==> config.mk <==
export PLATFORM = sky130hd
export DESIGN_NAME = if_id_fetch_buffer_flat
export DESIGN_NICKNAME = d
export VERILOG_FILES = /design/src/rtl/if_id_fetch_buffer_if.sv /design/src/rtl/if_id_fetch_buffer.sv /design/src/flat_wrapper.sv
export SDC_FILE = /design/constraint.sdc
export NUM_CORES = 1
export LEC_CHECK = 0
export BUFFER_PORTS_ARGS = -buffer_cell sky130_fd_sc_hd__buf_2
export CAP_MARGIN = 20
export CORE_MARGIN = 2
export CORE_UTILIZATION = 56
export CTS_BUF_LIST = sky130_fd_sc_hd__clkbuf_4
export DETAILED_ROUTE_END_ITERATION = 10
export HOLD_SLACK_MARGIN = 0.08
export PLACE_DENSITY = 0.89
export SETUP_SLACK_MARGIN = 0.2
export SYNTH_ARGS = -nofsm -noshare
export SYNTH_HDL_FRONTEND = slang
export SYNTH_SLANG_ARGS = --single-unit
==> constraint.sdc <==
create_clock -name clk_IFID -period 5 [get_ports clk_IFID]
set_clock_uncertainty 0.1 [all_clocks]
set_input_delay 1 -clock clk_IFID [delete_from_list [all_inputs] [get_ports clk_IFID]]
set_output_delay 1 -clock clk_IFID [all_outputs]
set_load 0.02 [all_outputs]
==> src/rtl/if_id_fetch_buffer_if.sv <==
// Bus between the IF stage / instruction memory / ID stage and the
// IF/ID fetch buffer. The buffer side uses the slave modport.
interface if_id_fetch_buffer_if;
    logic [31:0] PC_in_IFID;
    logic [31:0] imem_rdata_IFID;
    logic        stall_IFID;
    logic        flush_IFID;
    logic        PC_en_IFID;
    logic        valid_IFID;
    logic [31:0] PC_out_IFID;
    logic [31:0] inst_out_IFID;

    modport master (
        output PC_in_IFID,
        output imem_rdata_IFID,
        output stall_IFID,
        output flush_IFID,
        input  PC_en_IFID,
        input  valid_IFID,
        input  PC_out_IFID,
        input  inst_out_IFID
    );

    modport slave (
        input  PC_in_IFID,
        input  imem_rdata_IFID,
        input  stall_IFID,
        input  flush_IFID,
        output PC_en_IFID,
        output valid_IFID,
        output PC_out_IFID,
        output inst_out_IFID
    );
endinterface

==> src/rtl/if_id_fetch_buffer.sv <==
// IF/ID fetch buffer: tracks the outstanding instruction-memory read,
// queues returned {pc, inst} pairs in order and presents one per cycle
// to ID. The PC enable is a credit check so a returning word always has
// a free slot; a flush discards everything younger than the branch.
module if_id_fetch_buffer #(
    parameter int unsigned DEPTH    = 2,
    parameter logic [31:0] NOP_INST = 32'h00000013
) (
    input logic              clk_IFID,
    input logic              rst_IFID,
    if_id_fetch_buffer_if.slave bus
);
    localparam int unsigned PTR_W = (DEPTH > 1) ? $clog2(DEPTH) : 1;
    localparam int unsigned CNT_W = $clog2(DEPTH + 1);

    logic [PTR_W-1:0] rd_ptr;
    logic [PTR_W-1:0] wr_ptr;
    logic [CNT_W-1:0] count;
    logic             req_v;
    logic [31:0]      req_pc;
    logic [31:0]      fifo_pc   [DEPTH];
    logic [31:0]      fifo_inst [DEPTH];

    logic             valid;
    logic             pop;
    logic             push;
    logic             issue;
    logic             pc_en;
    logic [CNT_W:0]   occupancy;

    function automatic logic [PTR_W-1:0] ptr_inc(input logic [PTR_W-1:0] p);
        if (p == PTR_W'(DEPTH - 1)) return '0;
        return p + 1'b1;
    endfunction

    // Handshake events and the credit-based PC enable
    always_comb begin
        valid     = (count != '0);
        pop       = valid & ~bus.stall_IFID;
        push      = req_v & ~bus.flush_IFID;
        // entries held after this edge, counting the read already in flight
        occupancy = (CNT_W+1)'(count) + (CNT_W+1)'(req_v) - (CNT_W+1)'(pop);
        pc_en     = rst_IFID & (bus.flush_IFID | (occupancy < (CNT_W+1)'(DEPTH)));
        issue     = pc_en & ~bus.flush_IFID;
    end

    // Head-of-buffer presentation to ID, bubble when empty
    always_comb begin
        bus.PC_en_IFID    = pc_en;
        bus.valid_IFID    = valid;
        bus.PC_out_IFID   = valid ? fifo_pc[rd_ptr]   : '0;
        bus.inst_out_IFID = valid ? fifo_inst[rd_ptr] : NOP_INST;
    end

    // Control state: outstanding request, pointers and occupancy
    always_ff @(posedge clk_IFID or negedge rst_IFID) begin
        if (!rst_IFID) begin
            req_v  <= 1'b0;
            req_pc <= '0;
            rd_ptr <= '0;
            wr_ptr <= '0;
            count  <= '0;
        end else begin
            req_v  <= issue;
            req_pc <= bus.PC_in_IFID;
            if (bus.flush_IFID) begin
                // dropping entries = moving the read pointer up to the write pointer
                count  <= '0;
                rd_ptr <= wr_ptr;
            end else begin
                if (push) wr_ptr <= ptr_inc(wr_ptr);
                if (pop)  rd_ptr <= ptr_inc(rd_ptr);
                count <= count + CNT_W'(push) - CNT_W'(pop);
            end
        end
    end

    // Entry storage; contents are only observed while counted as valid
    always_ff @(posedge clk_IFID) begin
        if (push) begin
            fifo_pc[wr_ptr]   <= req_pc;
            fifo_inst[wr_ptr] <= bus.imem_rdata_IFID;
        end
    end

    // The credit rule must never let a returning word meet a full buffer
    a_no_overflow: assert property (
        @(posedge clk_IFID) disable iff (!rst_IFID)
        !(push && (count == CNT_W'(DEPTH)))
    );
endmodule

==> src/flat_wrapper.sv <==
// flat-port wrapper written by rule: the top's interface ports become plain ports
module if_id_fetch_buffer_flat 
#(
    parameter int unsigned DEPTH    = 2,
    parameter logic [31:0] NOP_INST = 32'h00000013
)
  (clk_IFID, rst_IFID, bus_PC_in_IFID, bus_imem_rdata_IFID, bus_stall_IFID, bus_flush_IFID, bus_PC_en_IFID, bus_valid_IFID, bus_PC_out_IFID, bus_inst_out_IFID);
  if_id_fetch_buffer_if bus_i ();
  input logic clk_IFID;
  input logic rst_IFID;
  input wire logic [$bits(bus_i.PC_in_IFID)-1:0] bus_PC_in_IFID;
  input wire logic [$bits(bus_i.imem_rdata_IFID)-1:0] bus_imem_rdata_IFID;
  input wire logic [$bits(bus_i.stall_IFID)-1:0] bus_stall_IFID;
  input wire logic [$bits(bus_i.flush_IFID)-1:0] bus_flush_IFID;
  output wire logic [$bits(bus_i.PC_en_IFID)-1:0] bus_PC_en_IFID;
  output wire logic [$bits(bus_i.valid_IFID)-1:0] bus_valid_IFID;
  output wire logic [$bits(bus_i.PC_out_IFID)-1:0] bus_PC_out_IFID;
  output wire logic [$bits(bus_i.inst_out_IFID)-1:0] bus_inst_out_IFID;
  assign bus_i.PC_in_IFID = bus_PC_in_IFID;
  assign bus_i.imem_rdata_IFID = bus_imem_rdata_IFID;
  assign bus_i.stall_IFID = bus_stall_IFID;
  assign bus_i.flush_IFID = bus_flush_IFID;
  assign bus_PC_en_IFID = bus_i.PC_en_IFID;
  assign bus_valid_IFID = bus_i.valid_IFID;
  assign bus_PC_out_IFID = bus_i.PC_out_IFID;
  assign bus_inst_out_IFID = bus_i.inst_out_IFID;
  if_id_fetch_buffer #(.DEPTH(DEPTH), .NOP_INST(NOP_INST)) u_core (.clk_IFID(clk_IFID), .rst_IFID(rst_IFID), .bus(bus_i));
endmodule
# [After elaboration in Yosys (flattened, before gate mapping)]
# Memory sizes are Yosys's and may differ from the RTL's.
# Cells that the tools add are included.
# Widths: inputs -> output; s select.
[word_totals] n_memories=2 mem_bits_rw=128 ff_bits=37 wordCells=41 latchBits=0 mem_bits_ro=0 input_bits=68
[mem_list] name="u_core.fifo_inst" words=2 word_bits=32 read_ports=1 rd_clocked_by_memory_dff=0 write_ports=1 line="if_id_fetch_buffer.sv:22" source="logic [31:0] fifo_inst [DEPTH];"
[mem_list] name="u_core.fifo_pc" words=2 word_bits=32 read_ports=1 rd_clocked_by_memory_dff=0 write_ports=1 line="if_id_fetch_buffer.sv:21" source="logic [31:0] fifo_pc [DEPTH];"
[op_classes] n_shift=0 n_eq_ne=0 n_bitwise=7 n_mul=0 n_mux=17 div=0 reduce_logical=3 n_addsub=6 magnitude_cmp=1
[op_table] op="$mux 32" n=2
[op_table] op="$mux 1" n=14
[op_table] op="$and 1x1->1" n=4
[op_table] op="$reduce_bool 2->1" n=2
[op_table] op="$add 2x1->3" n=1
[op_table] op="$lt 3x2->1 const B" n=1
[op_table] op="$sub 3x1->3" n=1
[op_table] op="$add 1x1->1 const B" n=2
[op_table] op="$add 2x1->2" n=1
[op_table] op="$mux 2" n=1
[op_table] op="$not 1->1" n=2
[op_table] op="$reduce_and 2->1" n=1
[op_table] op="$sub 2x1->2" n=1
[op_table] op="$or 1x1->1" n=1

# [Logic depth before layout (Yosys ltp)]
# Gate-level depths: netlist of the first run.
[depth] word_depth=7 depth_mapped=8 mapped_depth_nobuf=8

# [Worst setup path after synthesis of the first run]
# OpenSTA, ideal clock, no wires.
[synth_path] kind="in2reg" startpoint="input bus_flush_IFID" endpoint="memory u_core.fifo_inst[0][0] (enable)" setup_time_ns=0.486 t_required_ns=4.414 stages=2 arrival_time_ns=3.877 path_slack_ns=0.537 path_cell_list="nand2b_1 -> nor2_1"
[synth_via] elab_chain_len=4
[synth_rtl] element="start, declared" line="flat_wrapper.sv:14" source="input wire logic [$bits(bus_i.flush_IFID)-1:0] bus_flush_IFID;"
[synth_rtl] element="$not 1->1" line="if_id_fetch_buffer.sv:40" source="push = req_v & ~bus.flush_IFID;"
[synth_rtl] element="$and 1x1->1" line="if_id_fetch_buffer.sv:40"
[synth_rtl] element="$mux 1" line="if_id_fetch_buffer.sv:80" source="if (push) begin"
[synth_rtl] element="$mux 1 (implied by the code)" line="if_id_fetch_buffer.sv:82" source="fifo_inst[wr_ptr] <= bus.imem_rdata_IFID;"
[synth_rtl] element="end, declared" line="if_id_fetch_buffer.sv:22"
# Every way passes these cells.

# [Worst setup path after layout of the first run]
[layout_path] startpoint="register u_core.count[1]" endpoint="output bus_PC_en_IFID"
[layout_via] elab_chain_len=6
[layout_rtl] element="start, declared" line="if_id_fetch_buffer.sv:18" source="logic [CNT_W-1:0] count;"
[layout_rtl] element="start signal, assigned" line="if_id_fetch_buffer.sv:73" source="count <= count + CNT_W'(push) - CNT_W'(pop);"
[layout_rtl] element="parallel branches: the longest is 2 deep, another holds $add 2x1->3"
[layout_rtl] element="$sub 3x1->3 (*)" line="if_id_fetch_buffer.sv:42" source="occupancy = (CNT_W+1)'(count) + (CNT_W+1)'(req_v) - (CNT_W+1)'(pop);"
[layout_rtl] element="$lt 3x2->1 (*)" line="if_id_fetch_buffer.sv:43" source="pc_en = rst_IFID & (bus.flush_IFID | (occupancy < (CNT_W+1)'(DEPTH)));"
[layout_rtl] element="$or 1x1->1 (*)" line="if_id_fetch_buffer.sv:43"
[layout_rtl] element="$and 1x1->1 (*)" line="if_id_fetch_buffer.sv:43"
[layout_rtl] element="end, declared" line="flat_wrapper.sv:15" source="output wire logic [$bits(bus_i.PC_en_IFID)-1:0] bus_PC_en_IFID;"
# Mark *: on every way between the ends.

==> reports/qor.yml, run 1 <==
synth.avg_cell_area_um2: 17.96
end_kind: "output port"
antenna_found_initial: 0
worstPathMaxFanout: 4
ctsRootBufferMaster: "clkbuf_4"
post_cts_buffers: 0
cts.hold.buffers_added: 0
cts_tree: "done"
power_density_nw_per_um2: 548.7
ys_seq_elements: 165
grt_usage: 0.1840
finalCritPeriodShare: 0.7462
syn-cell-area_um2: 6000
first_pass_iters: 4
numCtsBuffers: 17
finalPower_mw: 3.875
status: "finished, final reports clean"
max_freq_mhz: 268.0
tightest_slew_ns: 0.8660
reg2reg_to: "u_core.fifo_inst[1][19]$_DFFE_PP_"
multiInputGateArea_um2: 1069
grt_start_max_net_pins: 66
worstSetupPathType: "flip-flop to output port"
grt_pass1_wl_mm: 15.47
boundaryPins: 134
finalMaxSlewViolations: 0
cp.required_ns: 3.90
grt_pass1_vias: 3214
pwr-share-comb: 0.346
grt_setup_unrepaired: "false"
die_height_um: 107.5
crit_arrival_ns: 2.63
ff2ff_path_depth: 4
clkPwrFrac: 0.199
finalCriticalPeriod_ns: 3.731
cts_resized: 0
hold-worst-slack_ns: 0.3580
p_seq_frac: 0.455
whs_endpoint: "u_core.fifo_pc[0][28]$_DFFE_PP_"
worstHoldStart: "u_core.req_pc[28]$_DFF_PN0_"
num_vias: 3165
min_path_type: "flip-flop to flip-flop"
rows: 37
r2r_slack_ns: 2.80
ys_seq_area_frac: 0.7950
ys_warn_count: 0
core-area_um2: 10370
clk_pin_slew_ns: 0.12
dpl.hpwl_mm: 6.544
finalHoldViolCount: 0
seqCellArea_um2: 4773
fill_cells: 734
drt_wl_total_mm: 9.986
drt_iter0_drc: 177
final.setup.worst_slack_ns: 1.269
preCtsSetupSlack_ns: 1.276
intPower_mw: 2.480
slew_headroom: 0.4213
clkLatencyLatePin_ns: 0.52
synth_edf_count: 128
layout_commonest_cell: "buf_2"
syn_nets: 406
die_w_um: 107.5
drcViolationCount: 0
layout-drive-gt1-share: 0.3544
final_antenna_net_count: 0
antenna_cells: 0
fin_tns_setup_ns: 0
syn_inst: 334
drv_cap: 0
synth_cell_types: 23
synth_ff_type: "edfxtp_1"
switchingPower_mw: 1.395
io_buffers: 133
nNetsFinal: 551
crit_start: "u_core.count[1]$_DFF_PN0_"
worstSetupStartpointType: "flip-flop"
cts.sinks: 165
htree_num_levels: 4
avgViaCountPerCell: 5.048
start_util: 0.5785
grt_overflow: 0
p_leak_nw: 2.902
setup_viol_count_final: 0
switching_share: 0.3600
clk_path_buf_depth: 2
area_delta_synth_final_pct: 17.73
layout_common_cells: "133 x buf_2, 128 x edfxtp_1, 64 x mux2i_1, 63 x nor2_1, 36 x dfrtp_1"
async_flop_share: 0.2242
die_area_um2: 11560
wire_per_inst_um: 15.93
routabilityCongestion: 0.7313
r2r_start: "u_core.req_v$_DFF_PN0_"
ir_drop_uv: 475.5
hold_path_depth: 0
## Yosys cell counts, types with 2 or more instances
cell type	n	share of area
buf_2	6	0.0050
nor2b_1	2	0.0021
xnor2_1	3	0.0044
ha_1	3	0.0063
buf_12	5	0.017
dfrtp_1	37	0.15
edfxtp_1	128	0.64
inv_1	6	0.0038
mux2i_1	64	0.11
nand2_1	4	0.0025
nor2_1	64	0.040
## power by group through the flow
stage	Clock [mW]	Sequential [mW]	Combinational (mW)
after floorplan	0	1.72	1.07
after global placement	0	1.84	1.25
after detailed placement	0	1.86	1.28
after CTS	0.796	1.83	1.28
after global routing	0.855	1.78	1.45
final	0.773	1.76	1.34
## state kept, by name (all words and copies together) (netlist names)
name              cells
u_core.fifo_pc       64
u_core.count          2
u_core.rd_ptr         1
u_core.fifo_inst     64
u_core.wr_ptr         1
u_core.req_v          1
u_core.req_pc        32
## through the flow
| stage | utilization | cells | area [um^2] |
|---|---|---|---|
| floorplan | - | 334 | 6000 |
| global placement | 0.6501 | 595 | 6741 |
| detailed placement | 0.6501 | 595 | 6741 |
| CTS | 0.6785 | 626 | 7036 |
| global route | 0.6811 | 627 | 7063 |
| finish | 0.6811 | 627 | 7063 |
## cell type report
class                      count  share of cell area
sequential                   165              0.6758
multi-input combinational    149              0.1513
timing repair buffer         139              0.1035
tap                          136             0.02409
clock inverter                13             0.02250
clock buffer                  18             0.01913
inverter                       7            0.003720
## kinds of logic (layout without fill, tap and decap cells)
family          count (synthesis)  count (layout)  share of synthesized area
flops                         165             165                     0.7950
simple gates                   74              74                    0.05026
mux                            64              64                     0.1068
buf+inv                        20             177                    0.02920
fa+ha+maj                       4               4                   0.009594
xor+xnor                        4               4                   0.005840
compound gates                  3               3                   0.003337
## per-layer routing
layer | part of all wire | global-route usage
met5 | 0 | 0
met4 | 0.016 | 0.07418
met3 | 0.057 | 0.06235
met2 | 0.52 | 0.3037
met1 | 0.41 | 0.2242
## worst max-delay path: stages, from the launching register on
cell and delay [ns]:
dfrtp_1 0.46, o21bai_1 0.25, inv_1 0.07, ha_1 0.29, nor2b_1 0.05, fa_1 0.37
xnor2_1 0.24, nor2_1 0.07, o21a_1 0.16, buf_2 0.15
## worst max path at each step
stage,endpoint,cells after the start,slack (ns)
floorplan,u_core.fifo_inst[0][0]$_DFFE_PP_,2,0.54
global placement,bus_PC_en_IFID,10,1.35
detailed placement,bus_PC_en_IFID,10,1.28
CTS,bus_PC_en_IFID,9,1.19
global route,bus_PC_en_IFID,9,1.02
finish,bus_PC_en_IFID,9,1.27
Power figures use the tool's default switching activity.
==> inputs of run 2 (changes only) <==
--- a/config.mk
+++ b/config.mk
@@ -5,14 +5,15 @@
 export SDC_FILE = /design/constraint.sdc
 export NUM_CORES = 1
 export LEC_CHECK = 0
+export ABC_AREA = 1
 export BUFFER_PORTS_ARGS = -buffer_cell sky130_fd_sc_hd__buf_2
 export CAP_MARGIN = 20
 export CORE_MARGIN = 2
-export CORE_UTILIZATION = 56
+export CORE_UTILIZATION = 50
 export CTS_BUF_LIST = sky130_fd_sc_hd__clkbuf_4
 export DETAILED_ROUTE_END_ITERATION = 10
 export HOLD_SLACK_MARGIN = 0.08
-export PLACE_DENSITY = 0.89
+export PLACE_DENSITY = 0.85
 export SETUP_SLACK_MARGIN = 0.2
 export SYNTH_ARGS = -nofsm -noshare
 export SYNTH_HDL_FRONTEND = slang
==> constraint.sdc (replaced) <==
create_clock -name clk_IFID -period 3.25 [get_ports clk_IFID]
set_clock_uncertainty 0.1 [all_clocks]
set_input_delay 0.65 -clock clk_IFID [delete_from_list [all_inputs] [get_ports clk_IFID]]
set_output_delay 0.65 -clock clk_IFID [all_outputs]
set_load 0.02 [all_outputs]
==> reports/qor.yml, run 2 <==
setup_viol_count_final: 0  # unchanged
layout_common_cells: "135 x nand2_1, 132 x buf_2, 128 x edfxtp_1, 62 x a21oi_1, 36 x dfrtp_1"
finalPower_mw: 6.364  # +64%
cp.required_ns: 2.50  # -1.40 ns
grt_usage: 0.1981  # +0.01404
synth_ff_type: "edfxtp_1"
yosys-top-cells-count: "136 x nand2_1, 128 x edfxtp_1, 63 x a21oi_1"
status: "finished, final reports clean"
grt_overflow: 0  # unchanged
place_area_um2: 6736  # about the same
synth.most_common_cell: "nand2_1"
ys_seq_area_frac: 0.8063  # +0.01127
syn_nets: 491  # +21%
synth_top_area_share: 0.6497  # +0.009079
finalCriticalPeriod_ns: 3.210
die_area_um2: 12720  # +10%
worstSetupStartpointType: "flip-flop"
reg_top3: "u_core.fifo_inst x64, u_core.fifo_pc x64, u_core.req_pc x32"
io_buffers: 133  # unchanged
cp_top_family: "adder cells"
max_freq_mhz: 311.5
ys_seq_elements: 165  # unchanged
worstSetupPathType: "flip-flop to output port"
switchingPower_mw: 2.391  # +71%
numCtsBuffers: 17  # unchanged
preCtsSetupSlack_ns: 0.2408  # -1.035 ns
drv_cap: 0  # unchanged
finalHoldViolCount: 0  # unchanged
final.setup.worst_slack_ns: 0.04000  # -1.229 ns
die_w_um: 112.8  # +4.9%
boundaryPins: 134  # unchanged
p_leak_nw: 3.160  # +8.9%
drcViolationCount: 0  # unchanged
tightest_slew_ns: 0.4999  # -0.3661 ns
cpPeakStageDelay_ns: 0.45  # about the same
power_density_nw_per_um2: 841.6  # +53%
layout-drive-gt1-share: 0.3225  # -0.03185
drt_wl_total_mm: 12.47  # +25%
first_pass_iters: 4  # unchanged
synth_cell_types: 19  # -17%
pwr-share-comb: 0.365  # +0.019
die_height_um: 112.8  # +4.9%
min_path_type: "primary input to flip-flop"
avgViaCountPerCell: 5.049  # about the same
hold-worst-slack_ns: 0.1935  # -0.1645 ns
final_antenna_net_count: 0  # unchanged
num_vias: 3837  # +21%
p_seq_frac: 0.415  # -0.040
dpl.hpwl_mm: 7.425  # +13%
wire_per_inst_um: 16.41  # +3.0%
slew_headroom: 0.6668  # +0.2454
ctsRootBufferMaster: "clkbuf_4"
clkPwrFrac: 0.221  # +0.022
async_flop_share: 0.2242  # unchanged
ys_warn_count: 0  # unchanged
finalCritPeriodShare: 0.9877
layout_commonest_cell: "nand2_1"
intPower_mw: 3.973  # +60%
clk_path_buf_depth: 2  # unchanged
synth_edf_count: 128  # unchanged
worstPathMaxFanout: 3  # -1
grt_pass1_vias: 3873  # +21%
synth.avg_cell_area_um2: 14.12  # -21%
clk_pin_slew_ns: 0.13  # about the same
antenna_found_initial: 0  # unchanged
syn-cell-area_um2: 5916  # -1.4%
cts_tree: "done"
synth.top_cells.by_area: "edfxtp_1 65%, dfrtp_1 16%, nand2_1 8.6%"
grt_pass1_wl_mm: 19.02  # +23%
finalMaxSlewViolations: 0  # unchanged
drt_iter0_drc: 267  # +51%
grt_start_max_net_pins: 39  # -41%
cts.sinks: 165  # unchanged
core-area_um2: 11470  # +11%
cp_cell_sequence: "inv_2 -> nand2_4 -> nand2_4 -> inv_4 -> ha_4 -> nor2_4 -> fa_2 -> inv_2 -> nand3_2 -> a21oi_2 -> buf_4"
routabilityCongestion: 0.7684  # +5.1%
start_util: 0.5159  # -0.06267
critPathBufInv: 4  # +2
clkLatencyLatePin_ns: 0.54  # +0.02 ns
syn_inst: 419  # +25%
area_delta_synth_final_pct: 27.81
switching_share: 0.3757  # +0.01562
ir_drop_uv: 561.4  # +18%
crit_arrival_ns: 2.46  # -0.17 ns
worst_path_max_delay_cell: "fa_2"
final_area_um2: 7561  # +7.1%
nNetsFinal: 676  # +23%
htree_num_levels: 4  # unchanged
synth.largest_area_cell: "edfxtp_1"
rows: 39  # +5.4%
end_kind: "output port"
grt_setup_unrepaired: "true"
antenna_cells: 0  # unchanged
==> run 2: cell count changes after synthesis, moves of 5 or more <==
cell	previous run	this run
nand2_1	4	136
mux2i_1	64	0
a21oi_1	0	63
nor2_1	64	5
inv_1	6	14
buf_2	6	12
buf_12	5	0
nand3_1	0	5
==> run 2: final timing paths <==
check / startpoint / endpoint / slack, ns / depth (start not counted)
max: u_core.count[1]$_DFF_PN0_ / bus_PC_en_IFID / 0.04 / 11
min: bus_imem_rdata_IFID[7] / u_core.fifo_inst[1][7]$_DFFE_PP_ / 0.19 / 1
max reg2reg: u_core.count[1]$_DFF_PN0_ / u_core.req_v$_DFF_PN0_ / 1.11 / 11
min reg2reg: u_core.req_pc[21]$_DFF_PN0_ / u_core.fifo_pc[0][21]$_DFFE_PP_ / 0.33 / 0
max in group asynchronous: rst_IFID / u_core.rd_ptr$_DFFE_PN0P_ / 2.00 / 3
min in group asynchronous: rst_IFID / u_core.req_pc[13]$_DFF_PN0_ / 0.66 / 3
==> run 2: cell type report <==
class                   count  area (um^2)
flip-flops and latches    165         4773
fillers                   823         3906
well taps                 143        178.9
inverters                  17        68.82
clock buffers              17        127.6
clock inverters            15        226.5
multi-input cells         218         1021
repair buffers            185         1165
==> run 2: metal layers <==
metal / share of wire / up-vias / wire, um / GRT usage
li1: - / 1819 / - / -
met5: 0 / - / 0 / 0
met1: 0.41 / 1862 / 5149 / 0.2334
met2: 0.52 / 140 / 6470 / 0.3445
met4: 0.015 / 0 / 193 / 0.08130
met3: 0.053 / 16 / 658 / 0.05517
==> run 2: timing repair <==
action | CTS | global route
gates resized for setup | 9 | 9
hold endpoints to repair | 56 | 0
pin swaps | 4 | 5
hold buffers | 33 | 0
endpoints found under the setup margin | 34 | 39
setup buffers | 5 | 5
==> run 2: cells by family (layout without fill, tap and decap cells) <==
family / Yosys count / count (layout) / synth area share
AND/OR/NAND/NOR: 148 / 148 / 0.09581
flip-flops: 165 / 165 / 0.8063
adder cells (fa/ha/maj): 4 / 4 / 0.009730
buffers and inverters: 36 / 234 / 0.03109
XOR/XNOR: 2 / 2 / 0.002962
AO/OA/AOI/OAI: 64 / 64 / 0.05414
==> run 2: power groups by stage <==
| stage | combinational [mW] | sequential, mW | clock [mW] |
|---|---|---|---|
| after floorplan | 1.45 | 2.63 | 0 |
| after global placement | 1.99 | 2.69 | 0 |
| after detailed placement | 2.06 | 2.70 | 0 |
| after CTS | 2.20 | 2.66 | 1.44 |
| after global routing | 2.53 | 2.66 | 1.52 |
| final | 2.32 | 2.64 | 1.41 |
==> run 2: metrics by stage <==
step | util | TNS [ns] | instances
2_1_floorplan | - | 0 | 419
3_3_place_gp | 0.5875 | 0 | 685
3_5_place_dp | 0.5875 | 0 | 685
4_1_cts | 0.6532 | 0 | 755
5_1_grt | 0.6594 | -0.08033 | 760
6_report | 0.6594 | 0 | 760
